`config.mk`:
```
export PLATFORM = sky130hd
export DESIGN_NAME = pwm_motor_ctrl
export DESIGN_NICKNAME = d
export VERILOG_FILES = /design/src/rtl/pwm_motor_ctrl.sv
export SDC_FILE = /design/constraint.sdc
export NUM_CORES = 1
export LEC_CHECK = 0
export CAP_MARGIN = 10
export CORE_ASPECT_RATIO = 0.8
export CORE_MARGIN = 2
export CORE_UTILIZATION = 48
export CTS_BUF_LIST = sky130_fd_sc_hd__clkbuf_16
export DETAILED_ROUTE_END_ITERATION = 8
export GPL_TIMING_DRIVEN = 0
export PLACE_DENSITY = 0.71
export SLEW_MARGIN = 40
export SYNTH_ARGS = -nofsm -noshare
export SYNTH_HDL_FRONTEND = slang
export SYNTH_SLANG_ARGS = --single-unit
export TNS_END_PERCENT = 5
```
`constraint.sdc`:
```
create_clock -name clk -period 7.2 [get_ports clk]
set_input_delay 0.72 -clock clk [delete_from_list [all_inputs] [get_ports clk]]
set_output_delay 0.72 -clock clk [all_outputs]
set_load 0.005 [all_outputs]
```
`src/rtl/pwm_motor_ctrl.sv`:
```
// Multi-channel PWM motor controller: shared prescaler and period counter,
// per-channel soft ramping and drain-to-zero before any direction reversal.
module pwm_motor_ctrl #(
  parameter int CH        = 2,
  parameter int CNT_W     = 12,
  parameter int PRESC_W   = 8,
  parameter int RAMP_STEP = 2
) (
  input  logic                clk,
  input  logic                rst,
  input  logic                en,
  input  logic [PRESC_W-1:0]  presc,
  input  logic [CNT_W-1:0]    period,
  input  logic [CH*CNT_W-1:0] duty_tgt,
  input  logic [CH-1:0]       dir_in,
  output logic [CH-1:0]       pwm_out,
  output logic [CH-1:0]       dir_out,
  output logic [CH-1:0]       ramp_busy,
  output logic                period_start
);

  typedef enum logic [0:0] {
    ST_RUN   = 1'b0,
    ST_DRAIN = 1'b1
  } ch_state_e;

  // One ramp step from cur toward tgt, done one bit wider so it can never wrap.
  function automatic logic [CNT_W-1:0] ramp_toward(input logic [CNT_W-1:0] cur,
                                                   input logic [CNT_W-1:0] tgt);
    logic [CNT_W:0] step_v;
    logic [CNT_W:0] sum_v;
    logic [CNT_W:0] diff_v;
    step_v = (CNT_W+1)'(RAMP_STEP);
    sum_v  = {1'b0, cur} + step_v;
    diff_v = {1'b0, cur} - {1'b0, tgt};
    if (RAMP_STEP == 0) begin
      ramp_toward = tgt;
    end else if (cur < tgt) begin
      ramp_toward = (sum_v > {1'b0, tgt}) ? tgt : sum_v[CNT_W-1:0];
    end else begin
      ramp_toward = (diff_v <= step_v) ? tgt : (cur - step_v[CNT_W-1:0]);
    end
  endfunction

  logic [PRESC_W-1:0] presc_cnt_r;
  logic [CNT_W-1:0]   cnt_r;
  logic [CNT_W-1:0]   period_q_r;
  logic [CNT_W-1:0]   cur_r     [CH];
  logic [CNT_W-1:0]   cur_nx_s  [CH];
  logic [CNT_W-1:0]   tgt_q_r   [CH];
  logic [CNT_W-1:0]   tgt_nx_s  [CH];
  ch_state_e          state_r   [CH];
  ch_state_e          state_nx_s[CH];
  logic [CH-1:0]      dir_nx_s;
  logic [CH-1:0]      busy_nx_s;
  logic               tick_s;
  logic               boundary_s;

  assign tick_s     = en && (presc_cnt_r == presc);
  assign boundary_s = tick_s && (cnt_r == period_q_r);

  // Prescaler, period counter, latched period and period-start pulse.
  always_ff @(posedge clk or posedge rst) begin
    if (rst) begin
      presc_cnt_r  <= '0;
      cnt_r        <= '0;
      period_q_r   <= '0;
      period_start <= 1'b0;
    end else if (!en) begin
      presc_cnt_r  <= '0;
      cnt_r        <= '0;
      period_q_r   <= period;
      period_start <= 1'b0;
    end else begin
      presc_cnt_r  <= tick_s ? '0 : (presc_cnt_r + PRESC_W'(1));
      if (boundary_s) begin
        cnt_r      <= '0;
        period_q_r <= period;
      end else if (tick_s) begin
        cnt_r      <= cnt_r + CNT_W'(1);
      end
      period_start <= boundary_s;
    end
  end

  // Per-channel next state: ramp, drain, and toggle direction only once drained.
  always_comb begin
    for (int i = 0; i < CH; i++) begin
      cur_nx_s[i]   = cur_r[i];
      state_nx_s[i] = state_r[i];
      dir_nx_s[i]   = dir_out[i];
      tgt_nx_s[i]   = tgt_q_r[i];
      if (!en) begin
        cur_nx_s[i]   = '0;
        state_nx_s[i] = ST_RUN;
        dir_nx_s[i]   = dir_in[i];
      end else if (boundary_s) begin
        tgt_nx_s[i] = duty_tgt[i*CNT_W +: CNT_W];
        case (state_r[i])
          ST_RUN: begin
            if (dir_in[i] == dir_out[i]) begin
              cur_nx_s[i] = ramp_toward(cur_r[i], tgt_nx_s[i]);
            end else begin
              state_nx_s[i] = ST_DRAIN;
              cur_nx_s[i]   = ramp_toward(cur_r[i], {CNT_W{1'b0}});
            end
          end
          ST_DRAIN: begin
            if (dir_in[i] == dir_out[i]) begin
              state_nx_s[i] = ST_RUN;
              cur_nx_s[i]   = ramp_toward(cur_r[i], tgt_nx_s[i]);
            end else if (cur_r[i] == {CNT_W{1'b0}}) begin
              state_nx_s[i] = ST_RUN;
              dir_nx_s[i]   = ~dir_out[i];
            end else begin
              cur_nx_s[i]   = ramp_toward(cur_r[i], {CNT_W{1'b0}});
            end
          end
          default: begin
            state_nx_s[i] = ST_RUN;
            cur_nx_s[i]   = '0;
          end
        endcase
      end else begin
        cur_nx_s[i] = cur_r[i];
      end
      busy_nx_s[i] = (cur_nx_s[i] != tgt_nx_s[i]) || (state_nx_s[i] == ST_DRAIN);
    end
  end

  // Channel registers; the PWM compare uses the pre-edge count so it lags cnt by one clk.
  always_ff @(posedge clk or posedge rst) begin
    if (rst) begin
      for (int i = 0; i < CH; i++) begin
        cur_r[i]   <= '0;
        tgt_q_r[i] <= '0;
        state_r[i] <= ST_RUN;
      end
      pwm_out   <= '0;
      dir_out   <= '0;
      ramp_busy <= '0;
    end else begin
      for (int i = 0; i < CH; i++) begin
        cur_r[i]   <= cur_nx_s[i];
        tgt_q_r[i] <= tgt_nx_s[i];
        state_r[i] <= state_nx_s[i];
        pwm_out[i] <= en && (cnt_r < cur_r[i]);
      end
      dir_out   <= dir_nx_s;
      ramp_busy <= busy_nx_s;
    end
  end

endmodule

```
# Yosys cells after proc, flatten, opt, wreduce, memory -nomap -nowiden
# Index checks and enable logic that the tools add are counted.
# W data, S select, Z words.
[word_totals]
reg_bits = 89
latchBits = 0
mem_bits_rw = 0
rom_bits = 0
inputBits = 49
out_inout_bits = 7
word_cells = 122
memories = 0
[classes]
add_sub_neg = 8
multipliers = 0
n_div = 0
n_lt_le_gt_ge = 14
eq_ne = 14
n_shift = 0
n_mux = 58
bitwise_logic = 4
reduce_logical = 10
[op_table]
columns = ["op", "n"]
rows = [
  ["$mux W12", 31],
  ["$lt A12 B12 Y1", 4],
  ["$pmux W12 S2", 2],
  ["$add A12 B2 Y13 const B", 2],
  ["$gt A13 B1 Y1 const B", 2],
  ["$gt A13 B12 Y1", 2],
  ["$le A13 B2 Y1 const B", 2],
  ["$sub A12 B12 Y13", 2],
  ["$le A12 B2 Y1 const B", 2],
  ["$logic_not A12 Y1", 2],
  ["$lt A12 B1 Y1 const B", 2],
  ["$ne A12 B12 Y1", 2],
  ["$sub A12 B2 Y12 const B", 2],
  ["$mux W1", 21],
  ["$mux W8", 2],
  ["$add A12 B1 Y12 const B", 1],
  ["$eq A12 B12 Y1", 1],
  ["$ne A2 B1 Y1 const B", 5],
  ["$add A8 B1 Y8 const B", 1],
  ["$eq A8 B8 Y1", 1],
  ["$reduce_and A4 Y1", 2],
  ["$logic_and A1 B1 Y1", 4],
  ["$ne A2 B2 Y1 const B", 2],
  ["$not A1 Y1", 4],
  ["4 further kinds", 7],
]

# Depth between registers and ports, before layout
# Gate-level depths: netlist of run 1.
[logic_depth]
word_depth = 11
ltp_mapped = 19
depth_no_buf = 17

# Least setup slack after synthesis of run 1
# OpenSTA, ideal clock, no wires.
[synth_timing]
path_type = "input -> register"
start = "input duty_tgt[12]"
end = "register ramp_busy[1]"
setup_time_ns = 0.131
arrival_ns = 3.671
required_time_ns = 7.069
path_slack_ns = 3.398
cell_stages = 15
path_buffers = 1
cell_sequence = "ha_1 > inv_1 > fa_1 > a211oi_1 > o21bai_1 > a211o_1 > a32o_1 > nor4_2 > nand3_1 > buf_2 > a311oi_1 > o2bb2ai_1 > a31oi_1 > a2111oi_0 > nand2_1"
[synth_between]
elab_chain_cells = 10
word_cells_on_any_way = 16
cone_classes = "1 x add/sub; 3 x order compare; 1 x eq/ne; 10 x mux; 1 x reduce/logical"
[synth_lines]
columns = ["item", "line", "source"]
rows = [
  ["start, declared", "14", "input logic [CH*CNT_W-1:0] duty_tgt,"],
  ["$sub A12 B12 Y13", "35", "diff_v = {1'b0, cur} - {1'b0, tgt};"],
  ["$le A13 B2 Y1", "41", "ramp_toward = (diff_v <= step_v) ? tgt : (cur - step_v[CNT_W-1:0]);"],
  ["$mux W12", "41", ""],
  ["$mux W12", "38", "end else if (cur < tgt) begin"],
  ["$mux W12 (on tied branches)", "109, 101", ""],
  ["$pmux W12 S2", "99", "case (state_r[i])"],
  ["$mux W12", "97", "end else if (boundary_s) begin"],
  ["$mux W12", "93", "if (!en) begin"],
  ["$ne A12 B12 Y1 (*)", "127", "busy_nx_s[i] = (cur_nx_s[i] != tgt_nx_s[i]) || (state_nx_s[i] == ST_DRAIN);"],
  ["$logic_or A1 B1 Y1 (*)", "127", ""],
  ["named net busy_nx_s[1]", "55", "logic [CH-1:0] busy_nx_s;"],
  ["end signal, assigned", "150", "ramp_busy <= busy_nx_s;"],
  ["end, declared", "18", "output logic [CH-1:0] ramp_busy,"],
]
# The timed path passes the listed nets; every way through them passes the cells marked *.
# A chain may end at the register's enable or synchronous reset.

# Worst setup path in the final report of run 1
# Same ends and word-level chain as after synthesis.

==> reports/qor.yml, run 1 <==
run_status:
  status: "finished clean"
min_path:
  hp-class: "flop to flop"
  min_from: "period_q_r[5]"
  whs_path_depth: 2
global_routing:
  grt_remaining_overflow: 0
  grt_usage_pct: 32.8
  grt_start_max_net_pins: 51
  grt_pass1_wl_mm: 49.1
  grt_pass1_vias: 8506
  antenna_found_initial: 1
setup_path:
  r2r_cells: 18
  cp-end-kind: "flop"
  cp_data_arrival_time_ps: 5770
  crit_path_start_kind: "input pin"
  path_class: "input pin to flop"
  crit_chain: "clkdlybuf4s50_1 -> ha_1 -> inv_1 -> fa_1 -> a211oi_1 -> o21bai_1 -> a211o_1 -> a32o_1 -> nor4_2 -> and3_1 -> buf_2 -> nor2_1 -> o221ai_1 -> a31oi_1 -> a2111oi_1 -> nand2_1"
  rr_startpoint: "cur_r[1]"
  required_ps: 7370
  critPathMaxFanout: 10
  crit_path_top_delay_cell: "a2111oi_1"
  cpPeakStageDelay_ps: 820
  crit_start: "duty_tgt[12]"
routing:
  wirelength_mm: 31.9
  drtPass1Iterations: 6
  vias: 9286
  drt_iter0_drc: 1226
  drt-wirelength-per-cell_microns: 22.4
  viasPerCell: 6.53
  ant_nets: 0
  drc: 0
power:
  leakagePower_nw: 4.38
  p_seq_share_pct: 42.1
  clkPwrFrac_pct: 42.8
  pwr-share-comb_pct: 15.1
  p_int_mw: 0.885
  p_total_mw: 1.23
  vdd_drop_max_mv: 0.110
  swShare_pct: 27.9
  p_switching_mw: 0.342
  powerDensity_nw_per_um2: 122
clock_network:
  cts_buffers: 9
  cts_resized: 0
  cts-htree-levels: 3
  cts_root_buf: "clkbuf_16"
  post_cts_buffers: 0
  cts_hold_buffers: 0
  cts_sinks: 89
  ctsLongestPathBuffers: 2
  cts_tree: "yes"
  clk_latency_ps: 360
  path_clk_slew_ps: 70
place:
  dpl.hpwl_mm: 24.7
  io_buffers: 54
  dpl_worst_slack_ps: 1580
  gp_congestion: 1.07
floorplanning:
  dieArea_sq_um: 19500
  core-area_sq_um: 18100
  die_w_microns: 156
  die_h_microns: 125
  start_util_pct: 48.9
  rows: 44
  ios: 56
yosys:
  synthTopCellsByArea: "dfrtp_1, ha_1, nand2_1, xor2_1, a21oi_1"
  async_flop_share_pct: 100
  synth_nets: 1246
  synth_edf_count: 0
  synth_warnings: 0
  synth_area_leader_cell: "dfrtp_1"
  syn-mean-instance-area_sq_um: 7.87
  ys_types: 86
  synth_seq_area_share_pct: 25.2
  synth_ff_type: "dfrtp_1"
  ys_ff_latch: 89
  postSynthCellCount: 1121
  syn-cell-area_sq_um: 8820
  yosys.area.top_type_share_pct: 25.2
cells_and_area:
  nets: 1312
  syn2layout_area_growth_pct: 13.7
  n_antenna_cell: 0
  drive_above_1_share_pct: 5.79
  finish.utilization_pct: 55.6
sta:
  hold_viol: 0
  fin_setup_tns_ps: 0
  min_period_ps: 5600
  worst_slack_ps: 1600
  max_freq_mhz: 179
  relSlewSlack_pct: 38.1
  final.period_utilization_pct: 77.8
  finalSetupViolCount: 0
  grt_setup_unrepaired: "no"
  maxSlewViolCount: 0
  tightest_slew_ps: 929
  clock_skew_ps: 11.3
flow_run:
  cap_violations: 0
==> through the flow <==
step / hold slack (ps) / instances / instance area, sq um
floorplan: 451 / 1121 / 8820
global placement: 473 / 1405 / 9650
detailed placement: 482 / 1406 / 9700
CTS: 497 / 1422 / 10000
global route: 533 / 1422 / 10000
finish: 489 / 1422 / 10000
==> cells by family after synthesis <==
group / count (synthesis) / share of synthesized area, %
AOI/OAI and AO/OA: 337 / 26.3
xor gates and xnor gates: 80 / 7.94
adders and majority gates: 76 / 10.9
buffers and inverters: 110 / 4.93
DFF: 89 / 25.2
muxes: 7 / 0.851
and+or+nand+nor: 422 / 23.8
==> cell usage in the layout (no fill, tap or decap), types with 41 or more instances in the layout <==
cell and n:
a21oi_1 69, clkdlybuf4s50_1 54, dfrtp_1 89, ha_1 74, inv_1 64, nand2_1 142
nand3_1 49, nor2_1 78, o21ai_0 68, xor2_1 41
==> critical path: cells and delay by family <==
kind / cells / cell delay (ps)
buffers and inverters: 3 / 940
AOI/OAI and AO/OA: 7 / 2280
and+or+nand+nor: 4 / 1110
adders and majority gates: 2 / 690
==> power by group through the flow <==
stage	Sequential [mW]	Combinational (mW)	Clock, mW
3_3_place_gp	0.526	0.174	0
4_1_cts	0.517	0.180	0.530
2_1_floorplan	0.525	0.103	0
3_5_place_dp	0.527	0.178	0
6_report	0.517	0.185	0.525
5_1_grt	0.519	0.201	0.548
==> cell usage after synthesis (all sizes together) (6+ instances only) <==
library cell and instances:
or3 9, nor2b 11, o211ai 17, o221ai 15
xnor2 39, buf 20, ha 74, and3 23
xor2 41, a311oi 6, o2111ai 6, nor3 26
nand4 21, nand2b 7, o21ai 81, nand2 142
dfrtp 89, a21oi 71, a221oi 7, a21o 23
inv 66, nor4 22, o21a 8, clkbuf 23
a211oi 17, nor2 79, a31oi 16, o22ai 7
nand3 49
==> sequential cells by signal (all words and copies together), names as in the netlist <==
name / cells
period_q_r: 12
tgt_q_r: 24
period_start: 1
state_r: 2
pwm_out: 2
cur_r: 24
dir_out: 2
ramp_busy: 2
presc_cnt_r: 8
cnt_r: 12
==> layer usage <==
layer  share of wire [%]  global-route usage, %
met5                0.22                   2.76
met4                 2.0                   8.80
met3                  14                   11.8
met2                  37                   41.8
met1                  46                   50.8
==> worst paths after layout <==
path | slack, ps | endpoint
min in group asynchronous | 760 | cur_r[21]
max reg2reg | 1610 | ramp_busy[1]
max in group asynchronous | 5840 | tgt_q_r[4]
min reg2reg | 490 | period_q_r[5]
max | 1600 | ramp_busy[1]
min | 490 | period_q_r[5]
==> layout make-up <==
cell class / count / area (sq um)
Clock inverter: 7 / 93.8
Fill cell: 1731 / 8030
Timing Repair Buffer: 55 / 568
Clock buffer: 9 / 225
Sequential cell: 89 / 2230
Tap cell: 230 / 288
Multi-Input combinational cell: 922 / 6190
Buffer: 43 / 185
Inverter: 67 / 256
Power figures use the tool's default switching activity.
==> run 2: changes to the inputs <==
- clock period: 7.2 -> 5.2 ns (I/O delays scaled with it)
==> run 2 against run 1 <==
Clock-buffer cell count is the same. Worst hold slack gained 0.63 ps. Cell area grew 0.40%. Sequential share of layout area shrank 0.088 points. Highest routed layer unchanged. Register-to-register slack lost 1300 ps. Critical endpoint unchanged. Non-clock buffer count is the same. Worst setup slack lost 1400 ps. Die area is the same. Sequential power grew 38%. Total power grew 39%. Critical path type unchanged.
==> reports/qor.yml, run 2 (synthesis results as in run 1) <==
sta:
  hold_viol: 0
  fin_setup_tns_ps: 0
  max_freq_mhz: 202
  final.period_utilization_pct: 95.3
  holdWs_ps: 490
  relSlewSlack_pct: 36.1
  maxSlewViolCount: 0
  finalSetupViolCount: 0
  tightest_slew_ps: 958
  clock_skew_ps: 11.0
  min_period_ps: 4950
  grt_setup_unrepaired: "no"
routing:
  ant_nets: 0
  drt_iter0_drc: 1263
  viasPerCell: 6.56
  drtPass1Iterations: 6
  drt-wirelength-per-cell_microns: 22.4
  drc: 0
  wirelength_mm: 31.9
  vias: 9324
global_routing:
  grt_start_max_net_pins: 51
  grt_pass1_wl_mm: 49.2
  grt_pass1_vias: 8542
  grt_usage_pct: 32.8
  busiest_layer: "met1"
  grt.met1_usage_pct: 50.7
  use_met3_pct: 12.0
  antenna_found_initial: 1
  grt_remaining_overflow: 0
  gr-usage-met2_pct: 41.8
setup_path:
  path_class: "input pin to flop"
  critPathMaxFanout: 10
  cp-end-kind: "flop"
  required_ps: 5400
  crit_path_top_delay_cell: "clkdlybuf4s50_1"
  crit_path_start_kind: "input pin"
  cp_data_arrival_time_ps: 5160
  critical_path.top_delay_family: "compound AO/OA/AOI/OAI gates"
  path_buf_inv: 3
  crit_chain: "clkdlybuf4s50_1 -> ha_1 -> inv_1 -> fa_1 -> a211oi_1 -> o21bai_1 -> a211o_1 -> a32o_1 -> nor4_2 -> and3_1 -> buf_2 -> nor2_1 -> o221ai_1 -> a31oi_1 -> a2111oi_4 -> nand2_1"
  cpPeakStageDelay_ps: 560
clock_network:
  cts_buffers: 9
  cts_root_buf: "clkbuf_16"
  cts-htree-levels: 3
  clk_latency_ps: 360
  path_clk_slew_ps: 70
  ctsLongestPathBuffers: 2
  cts_tree: "yes"
  cts_sinks: 89
floorplanning:
  dieArea_sq_um: 19500
  rows: 44
  die_h_microns: 125
  core-area_sq_um: 18100
  die_w_microns: 156
  ios: 56
  start_util_pct: 48.9
power:
  vdd_drop_max_mv: 0.152
  p_total_mw: 1.70
  leakagePower_nw: 4.39
  powerDensity_nw_per_um2: 169
place:
  gp_congestion: 1.07
  io_buffers: 54
  dpl.hpwl_mm: 24.7
  place_area_sq_um: 9700
cells_and_area:
  nets: 1312
  n_antenna_cell: 0
  fin_area_sq_um: 10100
  syn2layout_area_growth_pct: 14.1
  reg_top3: "cur_r (24), tgt_q_r (24)"
  final_common_cell: "nand2_1"
  most-common-layout-cells: "nand2_1, dfrtp_1, nor2_1, ha_1, a21oi_1"
  drive_above_1_share_pct: 6.29
flow_run:
  cap_violations: 0
min_path:
  hp-class: "flop to flop"
run_status:
  status: "finished clean"
## run 2: area by class of cell
class,count,area (sq um)
Fill cell,1728,7990
Multi-Input combinational cell,922,6230
Sequential cell,89,2230
Timing Repair Buffer,55,568
Tap cell,230,288
Inverter,67,256
Clock buffer,9,225
Buffer,43,186
Clock inverter,7,93.8
## run 2: path summary, 6_finish.rpt
check	from	endpoint	slack, ps	cells past startpoint
min reg2reg	period_q_r[5]	period_q_r[5]	490	2
max in group asynchronous	rst	tgt_q_r[4]	4020	3
min	period_q_r[5]	period_q_r[5]	490	2
min in group asynchronous	rst	ramp_busy[0]	560	2
max reg2reg	cur_r[1]	ramp_busy[1]	290	15
max	duty_tgt[12]	ramp_busy[1]	250	16
## run 2: routing by layer
layer | vias up | share of wire [%]
li1 | 4291 | -
met1 | 4345 | 47
met2 | 614 | 37
met3 | 72 | 13
met4 | 2 | 2.2
met5 | - | 0.22
## run 2: timing repair
item,4_1_cts,5_1_grt
setup buffers,0,0
endpoints found under the setup margin,1,2
hold buffers,0,0
gates resized for setup,1,7
## run 2: power by group
part	leakage (nW)	internal, mW	switching, mW
registers	1.22	0.704	0.0120
clock network	0.157	0.422	0.305
logic	3.02	0.0995	0.157
total	4.39	1.23	0.475
## run 2: metrics by stage
stage	utilization [%]	setup slack, ps	std cells
after detailed placement	53.7	-225	1406
after global routing	55.8	26.3	1422
after floorplan	-	1460	1121
after global placement	53.5	-453	1405
after CTS	55.5	17.6	1422
final	55.8	245	1422
## run 2: worst reg2reg max path: stages (launching register included)
cell	delay [ps]
dfrtp_1	660
clkbuf_1	510
nand3_1	170
xnor2_1	310
ha_1	300
and3_1	230
a2111oi_2	480
o211a_1	320
or2_1	120
clkbuf_2	270
nor2_1	120
nor2_1	580
o221ai_1	210
a31oi_1	300
a2111oi_4	100
nand2_1	160
==> run 3: changes to the inputs <==
- CORE_UTILIZATION: 48 -> 30
- PLACE_DENSITY: 0.71 -> 0.5
- SLEW_MARGIN: 40 -> unset
==> run 3 against run 2 <==
Flip-flop and latch count is the same. Cell area grew 1.5%. Worst setup slack gained 5.2 ps. Wire length grew 8.2%. Largest power group is now sequential cells. Largest cell class unchanged. Register-to-register slack lost 40 ps. Die area grew 58%.
==> reports/qor.yml, run 3 (synthesis results as in run 1) <==
floorplanning:
  die_w_microns: 196
  core-area_sq_um: 29100
  ios: 56
  dieArea_sq_um: 30800
  die_h_microns: 157
  start_util_pct: 30.3
  rows: 56
global_routing:
  grt_usage_pct: 22.3
  grt_start_max_net_pins: 56
  antenna_found_initial: 1
  grt_remaining_overflow: 0
  grt_pass1_vias: 8223
  grt_pass1_wl_mm: 52.0
setup_path:
  crit_path_top_delay_cell: "dfrtp_1"
  required_ps: 5420
  crit_path_start_kind: "flop"
  critPathMaxFanout: 9
  critical_path.top_delay_family: "simple AND/OR/NAND/NOR gates"
  crit_start: "cur_r[7]"
  cp_data_arrival_time_ps: 5170
  reg2reg_slack_ps: 250
  path_class: "flop to flop"
  cpPeakStageDelay_ps: 600
  rr_startpoint: "cur_r[7]"
  crit_chain: "inv_1 -> nor4_2 -> nand3_1 -> xnor2_1 -> ha_1 -> nand4_1 -> nor2_1 -> o21ai_0 -> o211a_1 -> or2_1 -> nand4b_1 -> o2111ai_1 -> a2111oi_2 -> nand4_1 -> nor4_2 -> nand2_1"
  cp-end-kind: "flop"
  r2r_end: "ramp_busy[1]"
  r2r_cells: 16
  path_buf_inv: 1
min_path:
  whs_path_depth: 2
  hp-class: "flop to flop"
  min_to: "period_q_r[4]"
  min_from: "period_q_r[4]"
sta:
  grt_setup_unrepaired: "no"
  clock_skew_ps: 9.74
  tightest_slew_ps: 1090
  min_period_ps: 4950
  max_freq_mhz: 202
  relSlewSlack_pct: 26.6
  maxSlewViolCount: 0
  finalSetupViolCount: 0
  hold_viol: 0
  final.period_utilization_pct: 95.2
  holdWs_ps: 492
cells_and_area:
  most-common-layout-cells: "nand2_1, dfrtp_1, nor2_1, ha_1"
  nets: 1311
  reg_top3: "cur_r (24), tgt_q_r (24)"
  drive_above_1_share_pct: 6.13
  final_common_cell: "nand2_1"
  finish.utilization_pct: 35.1
  n_antenna_cell: 0
  syn2layout_area_growth_pct: 15.8
clock_network:
  cts_root_buf: "clkbuf_16"
  cts_tree: "yes"
  clk_latency_ps: 360
  path_clk_slew_ps: 70
  cts_sinks: 89
  ctsLongestPathBuffers: 2
  cts_hold_buffers: 0
  cts-htree-levels: 3
  cts_buffers: 9
  post_cts_buffers: 0
power:
  p_switching_mw: 0.470
  swShare_pct: 27.8
  pwr-share-comb_pct: 15.1
  p_seq_share_pct: 42.4
  clkPwrFrac_pct: 42.5
  powerDensity_nw_per_um2: 165
  leakagePower_nw: 4.37
  vdd_drop_max_mv: 0.160
  p_int_mw: 1.22
routing:
  drt-wirelength-per-cell_microns: 22.0
  drtPass1Iterations: 5
  drc: 0
  wirelength_mm: 34.5
  viasPerCell: 5.79
  drt_iter0_drc: 1195
  ant_nets: 0
  vias: 9074
run_status:
  status: "finished clean"
place:
  dpl.hpwl_mm: 27.1
  gp_congestion: 0.968
  io_buffers: 54
flow_run:
  cap_violations: 0
[run 3: cell type report]
type,instances,area (sq um)
buffer,42,181
clock buffer,9,225
fill,3097,18900
multi-input combinational,922,6200
sequential,89,2230
inverter,67,254
tap,377,472
timing repair buffer,55,568
clock inverter,7,86.3
[run 3: repair_timing]
action,CTS,global route
pin swaps,0,1
gates resized for setup,3,10
setup endpoints to repair,1,2
[run 3: metrics by stage]
| stage | std cells | power (mW) | cell area (sq um) | TNS (ps) | worst slack, ps |
|---|---|---|---|---|---|
| floorplan | 1121 | 0.868 | 8820 | 0 | 1460 |
| global placement | 1552 | 0.979 | 9840 | -272 | -272 |
| detailed placement | 1553 | 0.982 | 9870 | -180 | -180 |
| CTS | 1569 | 1.70 | 10200 | 0 | 80.4 |
| global route | 1568 | 1.75 | 10200 | 0 | 16.2 |
| finish | 1568 | 1.69 | 10200 | 0 | 251 |
[run 3: layer usage]
layer | vias up | GRT usage [%] | wire length [microns]
li1 | 4296 | - | -
met1 | 4292 | 34.9 | 17000
met2 | 441 | 31.6 | 13700
met3 | 43 | 3.99 | 3330
met4 | 2 | 4.04 | 419
met5 | - | 0 | 11
[run 3: how the worst max path moves through the flow]
stage / slack [ps] / cells past startpoint / endpoint
floorplan: 1460 / 18 / ramp_busy[1]
global placement: -270 / 15 / ramp_busy[1]
detailed placement: -180 / 15 / ramp_busy[1]
CTS: 80 / 18 / ramp_busy[1]
global route: 20 / 17 / ramp_busy[0]
finish: 250 / 16 / ramp_busy[1]
[run 3: worst reg2reg max path, stage by stage, from the launching register on]
cell and delay (ps):
dfrtp_1 600, inv_1 270, nor4_2 390, nand3_1 140, xnor2_1 190, ha_1 320
nand4_1 90, nor2_1 240, o21ai_0 240, o211a_1 310, or2_1 380, nand4b_1 210
o2111ai_1 180, a2111oi_2 510, nand4_1 170, nor4_2 440, nand2_1 120
[run 3: power by group through the flow]
stage | logic, mW | registers (mW) | clock network [mW]
final | 0.255 | 0.717 | 0.717
after global routing | 0.278 | 0.718 | 0.755
after CTS | 0.253 | 0.717 | 0.731
after detailed placement | 0.251 | 0.730 | 0
after global placement | 0.249 | 0.730 | 0
after floorplan | 0.142 | 0.726 | 0
